### config.mk
export PLATFORM = sky130hd
export DESIGN_NAME = fetch_unit
export DESIGN_NICKNAME = d
export VERILOG_FILES = /design/src/rtl/fetch_unit_pkg.sv /design/src/rtl/fetch_fifo.sv /design/src/rtl/fetch_unit.sv
export SDC_FILE = /design/constraint.sdc
export NUM_CORES = 1
export LEC_CHECK = 0
export BUFFER_PORTS_ARGS = -buffer_cell sky130_fd_sc_hd__buf_2
export CAP_MARGIN = 10
export CORE_MARGIN = 10
export CORE_UTILIZATION = 30
export DETAILED_ROUTE_END_ITERATION = 12
export HOLD_SLACK_MARGIN = 0.03
export PLACE_DENSITY_LB_ADDON = 0.15
export SLEW_MARGIN = 15
export SYNTH_ARGS = -nofsm -noshare
export SYNTH_HDL_FRONTEND = slang
export SYNTH_SLANG_ARGS = --single-unit
### constraint.sdc
create_clock -name clk -period 6.36 [get_ports clk]
set_input_delay 0 -clock clk [delete_from_list [all_inputs] [get_ports clk]]
set_output_delay 0 -clock clk [all_outputs]
set_load 0.005 [all_outputs]
### src/rtl/fetch_unit_pkg.sv
// Shared types and constants for the instruction fetch unit.
package fetch_unit_pkg;

    localparam int unsigned XLEN = 32;
    localparam logic [XLEN-1:0] INSTR_NOP = 32'h0000_0013;

    typedef enum logic [1:0] {
        IDLE,
        REQ,
        WAIT,
        DROP
    } fetch_state_e;

endpackage

### src/rtl/fetch_fifo.sv
// Fetch buffer: power-of-two FIFO with wrap-around pointers, synchronous flush,
// no bypass from write data to the head.
module fetch_fifo #(
    parameter int unsigned DEPTH = 2,
    parameter int unsigned WIDTH = 64,
    localparam int unsigned AW   = $clog2(DEPTH)
) (
    input  logic             clk,
    input  logic             reset,
    input  logic             push,
    input  logic             pop,
    input  logic             flush,
    input  logic [WIDTH-1:0] wdata,
    output logic [WIDTH-1:0] rdata,
    output logic             full,
    output logic             empty,
    output logic [AW:0]      count
);
    logic [WIDTH-1:0] mem_q [DEPTH];
    logic [WIDTH-1:0] mem_d [DEPTH];
    logic [AW-1:0]    wr_ptr_q, wr_ptr_d, rd_ptr_q, rd_ptr_d;
    logic [AW:0]      count_q, count_d;
    logic             do_push, do_pop;

    assign full  = (count_q == (AW + 1)'(DEPTH));
    assign empty = (count_q == '0);
    assign count = count_q;
    assign rdata = mem_q[rd_ptr_q];

    // A pop on empty is ignored; a push on full only lands if the head leaves this cycle.
    assign do_pop  = pop & ~empty;
    assign do_push = push & (~full | do_pop);

    always_comb begin
        mem_d    = mem_q;
        wr_ptr_d = wr_ptr_q;
        rd_ptr_d = rd_ptr_q;
        count_d  = count_q;
        if (flush) begin
            wr_ptr_d = '0;
            rd_ptr_d = '0;
            count_d  = '0;
        end else begin
            if (do_push) begin
                mem_d[wr_ptr_q] = wdata;
                wr_ptr_d        = wr_ptr_q + AW'(1);
            end
            if (do_pop) begin
                rd_ptr_d = rd_ptr_q + AW'(1);
            end
            if (do_push && !do_pop) begin
                count_d = count_q + (AW + 1)'(1);
            end else if (!do_push && do_pop) begin
                count_d = count_q - (AW + 1)'(1);
            end
        end
    end

    always_ff @(posedge clk or posedge reset) begin
        if (reset) begin
            for (int i = 0; i < DEPTH; i++) begin
                mem_q[i] <= '0;
            end
            wr_ptr_q <= '0;
            rd_ptr_q <= '0;
            count_q  <= '0;
        end else begin
            mem_q    <= mem_d;
            wr_ptr_q <= wr_ptr_d;
            rd_ptr_q <= rd_ptr_d;
            count_q  <= count_d;
        end
    end

    push_while_full_a : assert property (@(posedge clk) disable iff (reset)
        !(push && full && !pop && !flush))
        else $error("fetch_fifo: push while full");

endmodule

### src/rtl/fetch_unit.sv
// Instruction fetch: one outstanding memory request, credit-limited by the
// fetch buffer, with redirect flush and stale-response dropping.
module fetch_unit
    import fetch_unit_pkg::*;
#(
    parameter logic [XLEN-1:0] RESET_PC = 32'h0000_0000,
    parameter int unsigned     DEPTH    = 2
) (
    input  logic            clk,
    input  logic            reset,
    input  logic [XLEN-1:0] PC,
    output logic [XLEN-1:0] PCNext,
    output logic            imem_req,
    output logic [XLEN-1:0] imem_addr,
    input  logic            imem_gnt,
    input  logic            imem_rvalid,
    input  logic [XLEN-1:0] imem_rdata,
    input  logic            redirect,
    input  logic [XLEN-1:0] redirect_pc,
    output logic            if_valid,
    output logic [XLEN-1:0] if_instr,
    output logic [XLEN-1:0] if_pc,
    input  logic            id_ready
);
    localparam int unsigned CW = $clog2(DEPTH) + 1;

    fetch_state_e      state_q, state_d;
    logic [XLEN-1:0]   req_pc_q, req_pc_d;
    logic [XLEN-1:0]   pc_next;
    logic              push, pop, full, empty;
    logic [CW-1:0]     count;
    logic [2*XLEN-1:0] head;

    assign pop = ~empty & id_ready & ~redirect;

    always_comb begin
        state_d  = state_q;
        req_pc_d = req_pc_q;
        pc_next  = PC;
        imem_req = 1'b0;
        push     = 1'b0;
        unique case (state_q)
            IDLE: begin
                if (!redirect && !full) begin
                    state_d = REQ;
                end
            end
            REQ: begin
                imem_req = 1'b1;
                if (imem_gnt) begin
                    req_pc_d = PC;
                    pc_next  = PC + 32'd4;
                    state_d  = redirect ? DROP : WAIT;
                end else if (redirect) begin
                    state_d = IDLE;
                end
            end
            WAIT: begin
                if (redirect) begin
                    // A response arriving with the redirect is the one being dropped.
                    state_d = imem_rvalid ? IDLE : DROP;
                end else if (imem_rvalid) begin
                    push    = 1'b1;
                    state_d = (pop || count < CW'(DEPTH - 1)) ? REQ : IDLE;
                end
            end
            DROP: begin
                if (imem_rvalid) begin
                    state_d = IDLE;
                end
            end
            default: state_d = IDLE;
        endcase
        if (redirect) begin
            pc_next = redirect_pc;
        end
    end

    always_ff @(posedge clk or posedge reset) begin
        if (reset) begin
            state_q  <= IDLE;
            req_pc_q <= '0;
        end else begin
            state_q  <= state_d;
            req_pc_q <= req_pc_d;
        end
    end

    assign PCNext    = reset ? RESET_PC : pc_next;
    assign imem_addr = {PC[XLEN-1:2], 2'b00};
    assign if_valid  = ~empty;
    assign if_pc     = empty ? '0 : head[2*XLEN-1:XLEN];
    assign if_instr  = empty ? '0 : head[XLEN-1:0];

    fetch_fifo #(
        .DEPTH (DEPTH),
        .WIDTH (2 * XLEN)
    ) u_fifo (
        .clk   (clk),
        .reset (reset),
        .push  (push),
        .pop   (pop),
        .flush (redirect),
        .wdata ({req_pc_q, imem_rdata}),
        .rdata (head),
        .full  (full),
        .empty (empty),
        .count (count)
    );

endmodule
==> flow_metrics.tcl, run 1 <==
set metrics [dict create \
    status "complete, no violations" \
    synth.avg_cell_area_um2 11.6 \
    peakVddDrop_mv 0.188 \
    initial_utilization 0.306 \
    drt_wl_total_mm 26.4 \
    drc 0 \
    synth_area_leaders "dfrtp_1 47%, mux2_2 19%, mux2i_1 7.7%" \
    io_buffers 229 \
    synth_common_cells "166 x dfrtp_1, 151 x mux2_2, 93 x nor2_1, 68 x mux2i_1, 47 x buf_4" \
    rsz0062_at_grt "no" \
    vias 6640 \
    hold_viol 0 \
    htreeDepth 4 \
    die_h_um 191 \
    worstSetupStartpointType "flip-flop" \
    regArea_mm2 0.00416 \
    synth_seq_cells 166 \
    end_kind "flip-flop" \
    holdBufCountCts 66 \
    worstMarginPinSlew_ns 1.06 \
    ys.warnings.count 0 \
    grt_max_degree 126 \
    antennaDiodeCount 0 \
    cts_root_buffer "clkbuf_16" \
    vias_per_cell 4.76 \
    synth_edf_count 0 \
    routedWlPerCell_um 18.9 \
    power_density_mw_per_mm2 373 \
    first_global_vias 7304 \
    dp_hpwl_mm 17.8 \
    die_w_um 191 \
    antenna_found_initial 0 \
    clock-sinks 166 \
    power.leakage_nw 5.21 \
    slew_violations 0 \
    setup_viol 0 \
    fill_cells 2888 \
    io_pins 232 \
    post_cts_buffers 0 \
    multiInputGateArea_mm2 0.00413 \
    rr_startpoint "u_fifo.count[1]" \
    worstPathArrival_ns 3.30 \
    slew_headroom 0.296 \
    drtIter0Drc 282 \
    r2r-end "u_fifo.mem_q[62]" \
    r2r_cells 6 \
    timing.fmax_mhz 333 \
    gp_congestion 0.738 \
    nNetsFinal 1103 \
    drt_pass1_iterations 4 \
    floorplan.core_area_mm2 0.0289 \
    grt_overflow 0 \
    synth_most_common_cell "dfrtp_1" \
    synth_cell_type_count 56 \
    cts_buffer_depth 2 \
    synthCells 759 \
    criticalPathCategory "flip-flop to flip-flop" \
    row_count 62 \
    synth_flop_cell "dfrtp_1" \
    cts.clk_slew.worst_paths_ns 0.07 \
    syn_area_mm2 0.00882 \
    total_power_w 0.00420 \
    maxCapViolations 0 \
    grt_pass1_wl_mm 41.8 \
    cts-resized-gates 0 \
    fin_worst_skew_ns 0.0107 \
    async_flop_share 1.00 \
    grt_util_all_layers 0.145 \
    fin_tns_setup_ns 0 \
    period_needed_ns 3.00 \
    crit_fanout 67 \
    post-synth-top-area-cell "dfrtp_1" \
    r2r_setup_slack_ns 3.36 \
    dieArea_mm2 0.0367 \
    clock_latency_ns 0.42 \
    cts_tree "yes" \
    seq_area_frac_synth 0.471 \
    min_path_type "primary input to async pin" \
    synth_top_area_frac 0.471 \
    critPathRequiredTime_ns 6.66 \
    cts_made_buffers 17 \
    postRouteAntennaNets 0 \
    min_period_over_period 0.472 \
    drive_above_1_share 0.428 \
    syn_to_final_growth_pct 27.6 \
]
-- metrics by stage --
stage	util	std cells	area [um^2]	hold slack (ns)	setup slack [ns]
final	0.390	1395	11300	0.0190	3.36
after global routing	0.390	1395	11300	0.110	3.16
after CTS	0.390	1395	11300	0.0997	3.30
after detailed placement	0.347	1297	10000	0.239	3.31
after global placement	0.347	1297	10000	0.236	3.39
after floorplan	-	760	8830	0.0808	3.02
-- registers in the layout (all words and copies together), names as in the netlist --
signal and flops:
u_fifo.mem_q 128, req_pc_q 32, state_q 2, u_fifo.count 2, u_fifo.rd_ptr_q 1, u_fifo.wr_ptr_q 1
-- worst max path at each step --
stage,start,to,slack [ns],cells past startpoint
after floorplan,reset,req_pc_q[0],3.02,3
after global placement,u_fifo.count[1],u_fifo.mem_q[9],3.39,6
after detailed placement,u_fifo.count[1],u_fifo.mem_q[58],3.31,6
after CTS,u_fifo.count[1],u_fifo.mem_q[62],3.30,6
after global routing,u_fifo.count[1],u_fifo.mem_q[31],3.16,6
final,u_fifo.count[1],u_fifo.mem_q[62],3.36,6
-- where the power goes --
group / switching [W] / leakage (nW) / internal, W / total (W)
clock network: 0.000474 / 0.287 / 0.000561 / 0.00103
registers: 0.000300 / 2.13 / 0.00150 / 0.00180
logic: 0.000607 / 2.80 / 0.000758 / 0.00136
-- critical path: stages (launching register included) --
cell	delay (ns)
dfrtp_1	0.39
inv_1	0.08
ha_4	0.41
nand2b_1	0.36
a21oi_2	0.24
and3_4	0.93
mux2_2	0.42
-- per-layer routing --
metal | vias to the layer above | GRT usage | wire, um
li1 | 3165 | - | -
met1 | 3289 | 0.188 | 12300
met2 | 173 | 0.233 | 12300
met3 | 13 | 0.0439 | 1650
met4 | 0 | 0.0303 | 209
met5 | - | 0 | 0
-- cell type report --
type                    count  share of cell area
well taps                 384              0.0427
flip-flops and latches    166               0.369
repair buffers            302               0.165
clock inverters            14              0.0142
inverters                  10             0.00400
clock buffers              18              0.0381
multi-input cells         501               0.367
-- cells in the final DEF, fill, tap and decap left out, drive strengths merged, types with 6 or more instances in the layout --
cell type    count
buf            236
dfrtp          166
mux2           159
nor2            93
mux2i           68
dlygate4sd3     66
nand2           21
clkbuf          18
inv             18
o21ai           16
a311oi          15
nand3           12
and3            11
nand4            8
xor2             8
nor2b            7
a211oi           7
o31ai            6
or4              6
or3              6
nor3             6
-- cells by family after synthesis --
family / Yosys count / share of synthesized area
adders and majority gates: 3 / 0.00426
DFF: 166 / 0.471
and+or+nand+nor: 192 / 0.113
buffers and inverters: 93 / 0.0643
xor gates and xnor gates: 13 / 0.0129
other: 1 / 0.000425
AOI/OAI and AO/OA: 64 / 0.0539
muxes: 227 / 0.280
(Power assumes the default switching activity.)
==> run 2: changes to the inputs <==
clock period = 2.94 ns   (was 6.36 ns; I/O delays follow)
==> run 2 against run 1 <==
Sequential share of layout area decreased by 0.55 points. Sequential cell count unchanged. Count of clock-buffer cells in the layout increased by 1. Die area is the same. Critical path depth fell by 1. Combinational power grew 120%. Sequential power grew 120%.
==> flow_metrics.tcl, run 2 (synthesis results as in run 1) <==
set metrics [dict create \
    status "complete, no violations" \
    setup_viol 0 \
    initial_utilization 0.306 \
    clock-sinks 166 \
    cts.clk_slew.worst_paths_ns 0.07 \
    worstSetupStartpointType "flip-flop" \
    layout_commonest_cell "buf_2" \
    rr_startpoint "u_fifo.count[0]" \
    antennaDiodeCount 0 \
    criticalPathCategory "flip-flop to output pin" \
    htreeDepth 4 \
    row_count 62 \
    vias 6754 \
    top_regs "u_fifo.mem_q x128, req_pc_q x32" \
    maxCapViolations 0 \
    r2r_setup_slack_ns 0.54 \
    worstPathArrival_ns 2.74 \
    final_cell_area_mm2 0.0114 \
    power.leakage_nw 5.30 \
    timing.fmax_mhz 365 \
    cts_root_buffer "clkbuf_16" \
    min_period_over_period 0.932 \
    rsz0062_at_grt "no" \
    floorplan.core_area_mm2 0.0289 \
    drt_pass1_iterations 4 \
    first_global_vias 7303 \
    grt_max_degree 71 \
    grt_util_all_layers 0.149 \
    dpl.cell_count 1307 \
    routedWlPerCell_um 19.3 \
    die_h_um 191 \
    slew_violations 0 \
    critPathRequiredTime_ns 2.94 \
    largest_reg_flops 128 \
    clock_latency_ns 0.42 \
    dieArea_mm2 0.0367 \
    vias_per_cell 4.80 \
    placed_cell_area_mm2 0.0101 \
    drive_above_1_share 0.433 \
    nNetsFinal 1115 \
    slew_headroom 0.409 \
    power_density_mw_per_mm2 808 \
    grt_overflow 0 \
    worstMarginPinSlew_ns 0.886 \
    die_w_um 191 \
    fin_worst_skew_ns 0.00865 \
    drt_wl_total_mm 27.1 \
    io_buffers 229 \
    gp_congestion 0.764 \
    end_kind "output pin" \
    grt_pass1_wl_mm 42.6 \
    instances_no_fill 1407 \
    period_needed_ns 2.74 \
    layout_common_cells "229 x buf_2, 165 x dfrtp_1, 151 x mux2_2, 93 x nor2_1" \
    r2r-end "state_q[0]" \
    r2r_cells 8 \
    min_path_type "primary input to async pin" \
    syn_to_final_growth_pct 29.6 \
    cts-resized-gates 0 \
    drc 0 \
    crit_fanout 10 \
    fin_tns_setup_ns 0 \
    antenna_found_initial 0 \
    peakVddDrop_mv 0.415 \
    drtIter0Drc 266 \
    cts_buffer_depth 2 \
    dp_hpwl_mm 18.6 \
    cts_tree "yes" \
    hold_viol 0 \
    regMostFlops "u_fifo.mem_q" \
    postRouteAntennaNets 0 \
    io_pins 232 \
    post_cts_buffers 0 \
    cts_made_buffers 17 \
]
==> run 2: changes by cell type in the layout (fill, tap and decap cells not counted), sizes merged <==
cell | before | now
buf | 236 | 246
dlygate4sd3 | 66 | 68
bufinv | 1 | 2
clkbuf | 18 | 19
clkinv | 4 | 3
clkinvlp | 1 | 0
==> run 2: worst max-delay path by stage <==
stage,start,to,slack [ns],depth (start not counted)
after CTS,state_q[1],PCNext[17],0.19,5
after global routing,state_q[1],PCNext[17],0.06,5
after global placement,state_q[1],PCNext[17],0.69,5
after floorplan,reset,PCNext[27],0.72,5
final,state_q[1],PCNext[17],0.20,5
after detailed placement,u_fifo.count[1],u_fifo.mem_q[17],0.64,7
==> run 2: repair_timing <==
action,CTS,global route
hold endpoints to repair,196,0
endpoints found under the setup margin,0,0
hold buffers,68,0
==> run 2: stage by stage <==
step / util / hold slack, ns / worst slack (ns) / power, W
finish: 0.396 / 0.133 / 0.200 / 0.00923
global route: 0.396 / 0.144 / 0.0552 / 0.00993
CTS: 0.396 / 0.116 / 0.195 / 0.00941
detailed placement: 0.352 / 0.0248 / 0.640 / 0.00695
global placement: 0.352 / 0.0244 / 0.688 / 0.00689
floorplan: - / 0.0808 / 0.721 / 0.00586
==> run 2: metal layers <==
| metal | GRT usage | part of all wire | vias up |
|---|---|---|---|
| met4 | 0.0397 | 0.015 | 0 |
| met1 | 0.194 | 0.46 | 3345 |
| li1 | - | - | 3193 |
| met2 | 0.236 | 0.46 | 184 |
| met3 | 0.0452 | 0.066 | 32 |
| met5 | 0 | 0 | - |
==> run 2: area by class of cell <==
| type | count | area [um^2] |
|---|---|---|
| flip-flops and latches | 166 | 4160 |
| repair buffers | 314 | 2020 |
| well taps | 384 | 480 |
| clock inverters | 13 | 160 |
| inverters | 10 | 45.0 |
| clock buffers | 19 | 443 |
| multi-input cells | 501 | 4130 |
| fillers | 2865 | 17400 |
==> run 2: power breakdown <==
| part | leakage [nW] | switching (W) | internal, W |
|---|---|---|---|
| sequential | 2.13 | 0.000627 | 0.00325 |
| clock | 0.299 | 0.00101 | 0.00131 |
| combinational | 2.87 | 0.00137 | 0.00167 |
==> run 2: worst max-delay path: stages, from the launching register on <==
cell and delay, ns:
dfrtp_1 0.48, and4b_1 0.66, nand3_2 0.25, or4_1 0.46
a311oi_1 0.30, buf_2 0.17
